<file path="src/rtl/div_unit.sv">
// Iterative restoring divider for MIPS DIV/DIVU: fixed 34-cycle busy window,
// quotient on lo, remainder on hi, one-cycle done pulse on completion.
module div_unit #(
    parameter int WIDTH = 32,
    parameter int ITERS = 32
) (
    input  logic             PC_CLK,
    input  logic             Reset,
    input  logic             start,
    input  logic             is_signed,
    input  logic [WIDTH-1:0] dividend,
    input  logic [WIDTH-1:0] divisor,
    output logic             busy,
    output logic             done,
    output logic [WIDTH-1:0] lo,
    output logic [WIDTH-1:0] hi
);

    localparam int CW = (ITERS > 1) ? $clog2(ITERS) : 1;
    localparam logic [CW-1:0] LAST_CNT = CW'(ITERS - 1);

    typedef enum logic [1:0] {IDLE, PREP, ITER, FIX} state_t;

    state_t           state_reg, state_next;
    logic [CW-1:0]    cnt_reg;
    logic             sgn_reg;
    logic [WIDTH-1:0] a_reg, b_reg;
    logic [WIDTH-1:0] dvs_reg, quo_reg, rem_reg;
    logic             neg_q_reg, neg_r_reg;
    logic             busy_reg, done_reg;
    logic [WIDTH-1:0] lo_reg, hi_reg;

    logic             a_neg, b_neg, b_zero;
    logic [WIDTH-1:0] a_mag, b_mag;
    logic [WIDTH:0]   shifted, trial;
    logic [WIDTH-1:0] quo_fix, rem_fix;

    always_comb begin
        a_neg  = sgn_reg & a_reg[WIDTH-1];
        b_neg  = sgn_reg & b_reg[WIDTH-1];
        b_zero = (b_reg == '0);
        a_mag  = a_neg ? -a_reg : a_reg;
        b_mag  = b_neg ? -b_reg : b_reg;
        // The remainder is always below the divisor, so 32 stored bits plus
        // the shifted-in quotient bit form the full 33-bit working value.
        shifted = {rem_reg, quo_reg[WIDTH-1]};
        trial   = shifted - {1'b0, dvs_reg};
        quo_fix = neg_q_reg ? -quo_reg : quo_reg;
        rem_fix = neg_r_reg ? -rem_reg : rem_reg;
    end

    always_ff @(posedge PC_CLK) begin
        if (Reset) begin
            state_reg <= IDLE;
        end else begin
            state_reg <= state_next;
        end
    end

    always_comb begin
        state_next = state_reg;
        case (state_reg)
            IDLE:    if (start) state_next = PREP;
            PREP:    state_next = ITER;
            ITER:    if (cnt_reg == LAST_CNT) state_next = FIX;
            FIX:     state_next = IDLE;
            default: state_next = IDLE;
        endcase
    end

    always_ff @(posedge PC_CLK) begin
        if (Reset) begin
            cnt_reg   <= '0;
            sgn_reg   <= 1'b0;
            a_reg     <= '0;
            b_reg     <= '0;
            dvs_reg   <= '0;
            quo_reg   <= '0;
            rem_reg   <= '0;
            neg_q_reg <= 1'b0;
            neg_r_reg <= 1'b0;
            busy_reg  <= 1'b0;
            done_reg  <= 1'b0;
            lo_reg    <= '0;
            hi_reg    <= '0;
        end else begin
            done_reg <= 1'b0;
            case (state_reg)
                IDLE: begin
                    if (start) begin
                        sgn_reg  <= is_signed;
                        a_reg    <= dividend;
                        b_reg    <= divisor;
                        busy_reg <= 1'b1;
                    end
                end
                PREP: begin
                    quo_reg   <= a_mag;
                    dvs_reg   <= b_mag;
                    rem_reg   <= '0;
                    cnt_reg   <= '0;
                    // A zero divisor keeps the all-ones quotient uncorrected;
                    // the remainder still recovers the original dividend.
                    neg_q_reg <= (a_neg ^ b_neg) & ~b_zero;
                    neg_r_reg <= a_neg;
                end
                ITER: begin
                    if (!trial[WIDTH]) begin
                        rem_reg <= trial[WIDTH-1:0];
                        quo_reg <= {quo_reg[WIDTH-2:0], 1'b1};
                    end else begin
                        rem_reg <= shifted[WIDTH-1:0];
                        quo_reg <= {quo_reg[WIDTH-2:0], 1'b0};
                    end
                    cnt_reg <= cnt_reg + 1'b1;
                end
                FIX: begin
                    lo_reg   <= quo_fix;
                    hi_reg   <= rem_fix;
                    busy_reg <= 1'b0;
                    done_reg <= 1'b1;
                end
                default: ;
            endcase
        end
    end

    assign busy = busy_reg;
    assign done = done_reg;
    assign lo   = lo_reg;
    assign hi   = hi_reg;

endmodule

</file>
<file path="config.mk">
export PLATFORM = sky130hd
export DESIGN_NAME = div_unit
export DESIGN_NICKNAME = d
export VERILOG_FILES = /design/src/rtl/div_unit.sv
export SDC_FILE = /design/constraint.sdc
export NUM_CORES = 1
export LEC_CHECK = 0
export ABC_CLOCK_PERIOD_IN_PS = 3500
export BUFFER_PORTS_ARGS = -buffer_cell sky130_fd_sc_hd__buf_2
export CAP_MARGIN = 30
export CORE_MARGIN = 2
export CORE_UTILIZATION = 35
export DETAILED_ROUTE_END_ITERATION = 10
export GPL_TIMING_DRIVEN = 0
export PLACE_DENSITY_LB_ADDON = 0.08
export SKIP_LAST_GASP = 1
export SYNTH_ARGS = -nofsm -noshare
export SYNTH_HDL_FRONTEND = slang
export SYNTH_SLANG_ARGS = --single-unit
export TNS_END_PERCENT = 5
</file>
<file path="constraint.sdc">
create_clock -name PC_CLK -period 3.5 [get_ports PC_CLK]
set_clock_uncertainty 0.2 [all_clocks]
set_input_delay 0.175 -clock PC_CLK [delete_from_list [all_inputs] [get_ports PC_CLK]]
set_output_delay 0.175 -clock PC_CLK [all_outputs]
set_load 0.05 [all_outputs]
</file>
==> out/qor.yml <==
final_layout:
  fin_area_sq_um: 16500
  layout_common_cells: "308 x nand2_1, 224 x dfxtp_1, 181 x nor2_1"
  area_delta_synth_final_pct: 23.0
  ff_latch_area_sq_um: 4750
  final_util: 0.437
  final_common_cell: "nand2_1"
  fillers: 3989
  diodes: 0
  drive_gt1_frac: 0.142
  layout.nets: 2055
  multi_input_area_sq_um: 8130
sta:
  rsz0062_at_grt: "yes"
  fin_crit_sh: 0.994
  setup_violations: 0
  finalHoldViolCount: 0
  max_freq_ghz: 0.288
  tns_ns: 0
  finalCriticalPeriod_ns: 3.48
  drv_slew: 0
  slew-limit-headroom: 0.371
  hold_ws_ns: 0.189
  worstMarginPinSlew_ns: 0.944
setup_path:
  cpPeakStageDelay_ns: 0.56
  r2r_slack_ns: 0.02
  end_kind: "flip-flop"
  path_cells: "inv_2 -> ha_4 -> fa_2 -> nor2b_4 -> o31a_1 -> o31a_1 -> a22oi_2 -> a21oi_2 -> o21bai_2 -> a211oi_4 -> or4_4 -> and2_4 -> buf_12 -> o211ai_2"
  cpMostUsedCell: "o31a_1"
  cp-start-kind: "flip-flop"
  crit_required_ns: 3.78
  slowest_stage: "or4_4"
  arrival_ns: 3.76
  path_max_fanout: 10
  path_class: "flip-flop to flip-flop"
synth:
  yosys.area.top_type: "dfxtp_1"
  ys_ff_latch: 236
  synth_area_leaders: "dfxtp_1 35%, nand2_1 8.6%, xor2_1 5.9%"
  synth_async_sr_flop_share: 0
  syn-num-nets: 1820
  syn_area_per_cell_sq_um: 7.84
  netlist_area_sq_um: 13400
  yosysWarnings: 0
  yosysTopAreaCellShare: 0.353
  synthCells: 1709
  synth-edff-count: 0
  ys_seq_area_frac: 0.353
  ys_types: 66
  synth-main-ff-cell: "dfxtp_1"
global_route:
  overflow: 0
  antenna_found_initial: 1
  grt_pass1_vias: 11800
  grt_pass1_wl_microns: 64900
  grt_usage: 0.205
  grt_max_degree: 15
route:
  wl_per_cell_microns: 16.7
  firstDrtPassIters: 5
  drc: 0
  drtIter0Drc: 677
  drt-total-wl_microns: 41200
  vias: 12400
  ant_nets: 0
  avgViaCountPerCell: 5.03
place:
  hpwlAfterDp_microns: 32200
  placed_area_sq_um: 14700
  portBuffers: 132
  gp_congestion: 0.856
power_and_ir_drop:
  leakagePower_nw: 6.56
  clkPwrFrac: 0.245
  swShare: 0.425
  p_int_mw: 6.71
  p_seq_frac: 0.308
  ir_drop_v: 0.000328
  power_frac_comb: 0.447
  power_density_nw_per_um2: 708
  netSwitchingPower_mw: 4.97
clocking:
  clkTransAtPathRegs_ns: 0.06
  cts_tree: "done"
  htreeDepth: 1
  numCtsBuffers: 28
  clk_latency_ns: 0.56
  cts_max_path_buffers: 3
  cts-root-buf: "clkbuf_16"
  cts_sinks: 236
min_path:
  hold_class: "input port to flip-flop"
floorplanning:
  num_io_pins: 134
  start_util: 0.356
  die_w_microns: 200
  core_sq_um: 37700
  rows: 71
  dieArea_sq_um: 39900
  die_h_microns: 200
status:
  status: "finished clean"
run:
  maxCapViolations: 0
layer usage:
layer | global-route usage | share of wire | up-vias
met5 | 0 | 0 | -
met4 | 0.0466 | 0.017 | 0
met3 | 0.0275 | 0.048 | 50
met2 | 0.301 | 0.40 | 258
met1 | 0.315 | 0.53 | 5685
li1 | - | - | 6440
synthesized netlist by cell type, types with 30 or more instances:
cell      instances
inv_1            55
a21oi_1         130
nor2_1          181
nand2_1         308
dfxtp_1         236
ha_1             42
clkbuf_1         97
mux2i_1          52
o21ai_0          76
a211oi_1         76
nand4_1          32
xor2_1           91
xnor2_1          50
o211ai_2         30
worst max-delay path, delay by kind of cell (launching register included):
family	cells	cell delay [ns]
simple gates	3	0.84
buf+inv	2	0.21
flops	1	0.36
fa+ha+maj	2	0.36
compound gates	7	1.41
cell type report:
class                      count  area share
sequential                   236       0.288
multi-input combinational   1305       0.493
buffer                       110      0.0282
tap                          511      0.0388
clock inverter                12     0.00615
clock buffer                  37      0.0482
timing repair buffer         208      0.0847
inverter                      55      0.0125
what timing repair did:
action / in CTS / in global routing
buffers inserted: 2 / 8
gates resized for setup: 16 / 34
hold buffers: 66 / 0
pin swaps: 6 / 13
endpoints found under the hold margin: 68 / 0
endpoints found under the setup margin: 34 / 35
per-stage QoR:
step / setup WS [ns] / std cells / total power, mW
floorplan: 0.320 / 1709 / 7.30
global placement: -0.385 / 2352 / 8.56
detailed placement: -0.383 / 2352 / 8.61
CTS: -0.102 / 2469 / 11.6
global route: -0.170 / 2474 / 12.5
finish: 0.0226 / 2474 / 11.7
path summary, 6_finish.rpt:
path | startpoint | to | depth (start not counted)
worst max-delay path | quo_reg[31] | rem_reg[14] | 14
worst min-delay path | Reset | hi[24] | 3
worst max register to register | quo_reg[31] | rem_reg[14] | 14
worst min register to register | dvs_reg[31] | dvs_reg[31] | 2
power groups by stage:
stage	Clock, mW	Sequential, mW	Combinational, mW
global placement	0	3.64	4.93
detailed placement	0	3.65	4.96
CTS	2.93	3.60	5.09
global route	3.04	3.68	5.82
floorplan	0	3.85	3.45
finish	2.86	3.60	5.22
cells by family (layout without fill, tap and decap cells):
family                   Yosys count  count (layout)  share of synthesized area
AO/OA/AOI/OAI                    414             414                      0.209
buffers and inverters            168             422                     0.0493
AND/OR/NAND/NOR                  654             654                      0.217
adder cells (fa/ha/maj)           43              43                     0.0407
flip-flops                       236             236                      0.353
multiplexers                      53              53                     0.0397
XOR/XNOR                         141             141                     0.0922
(Power assumes the default switching activity.)
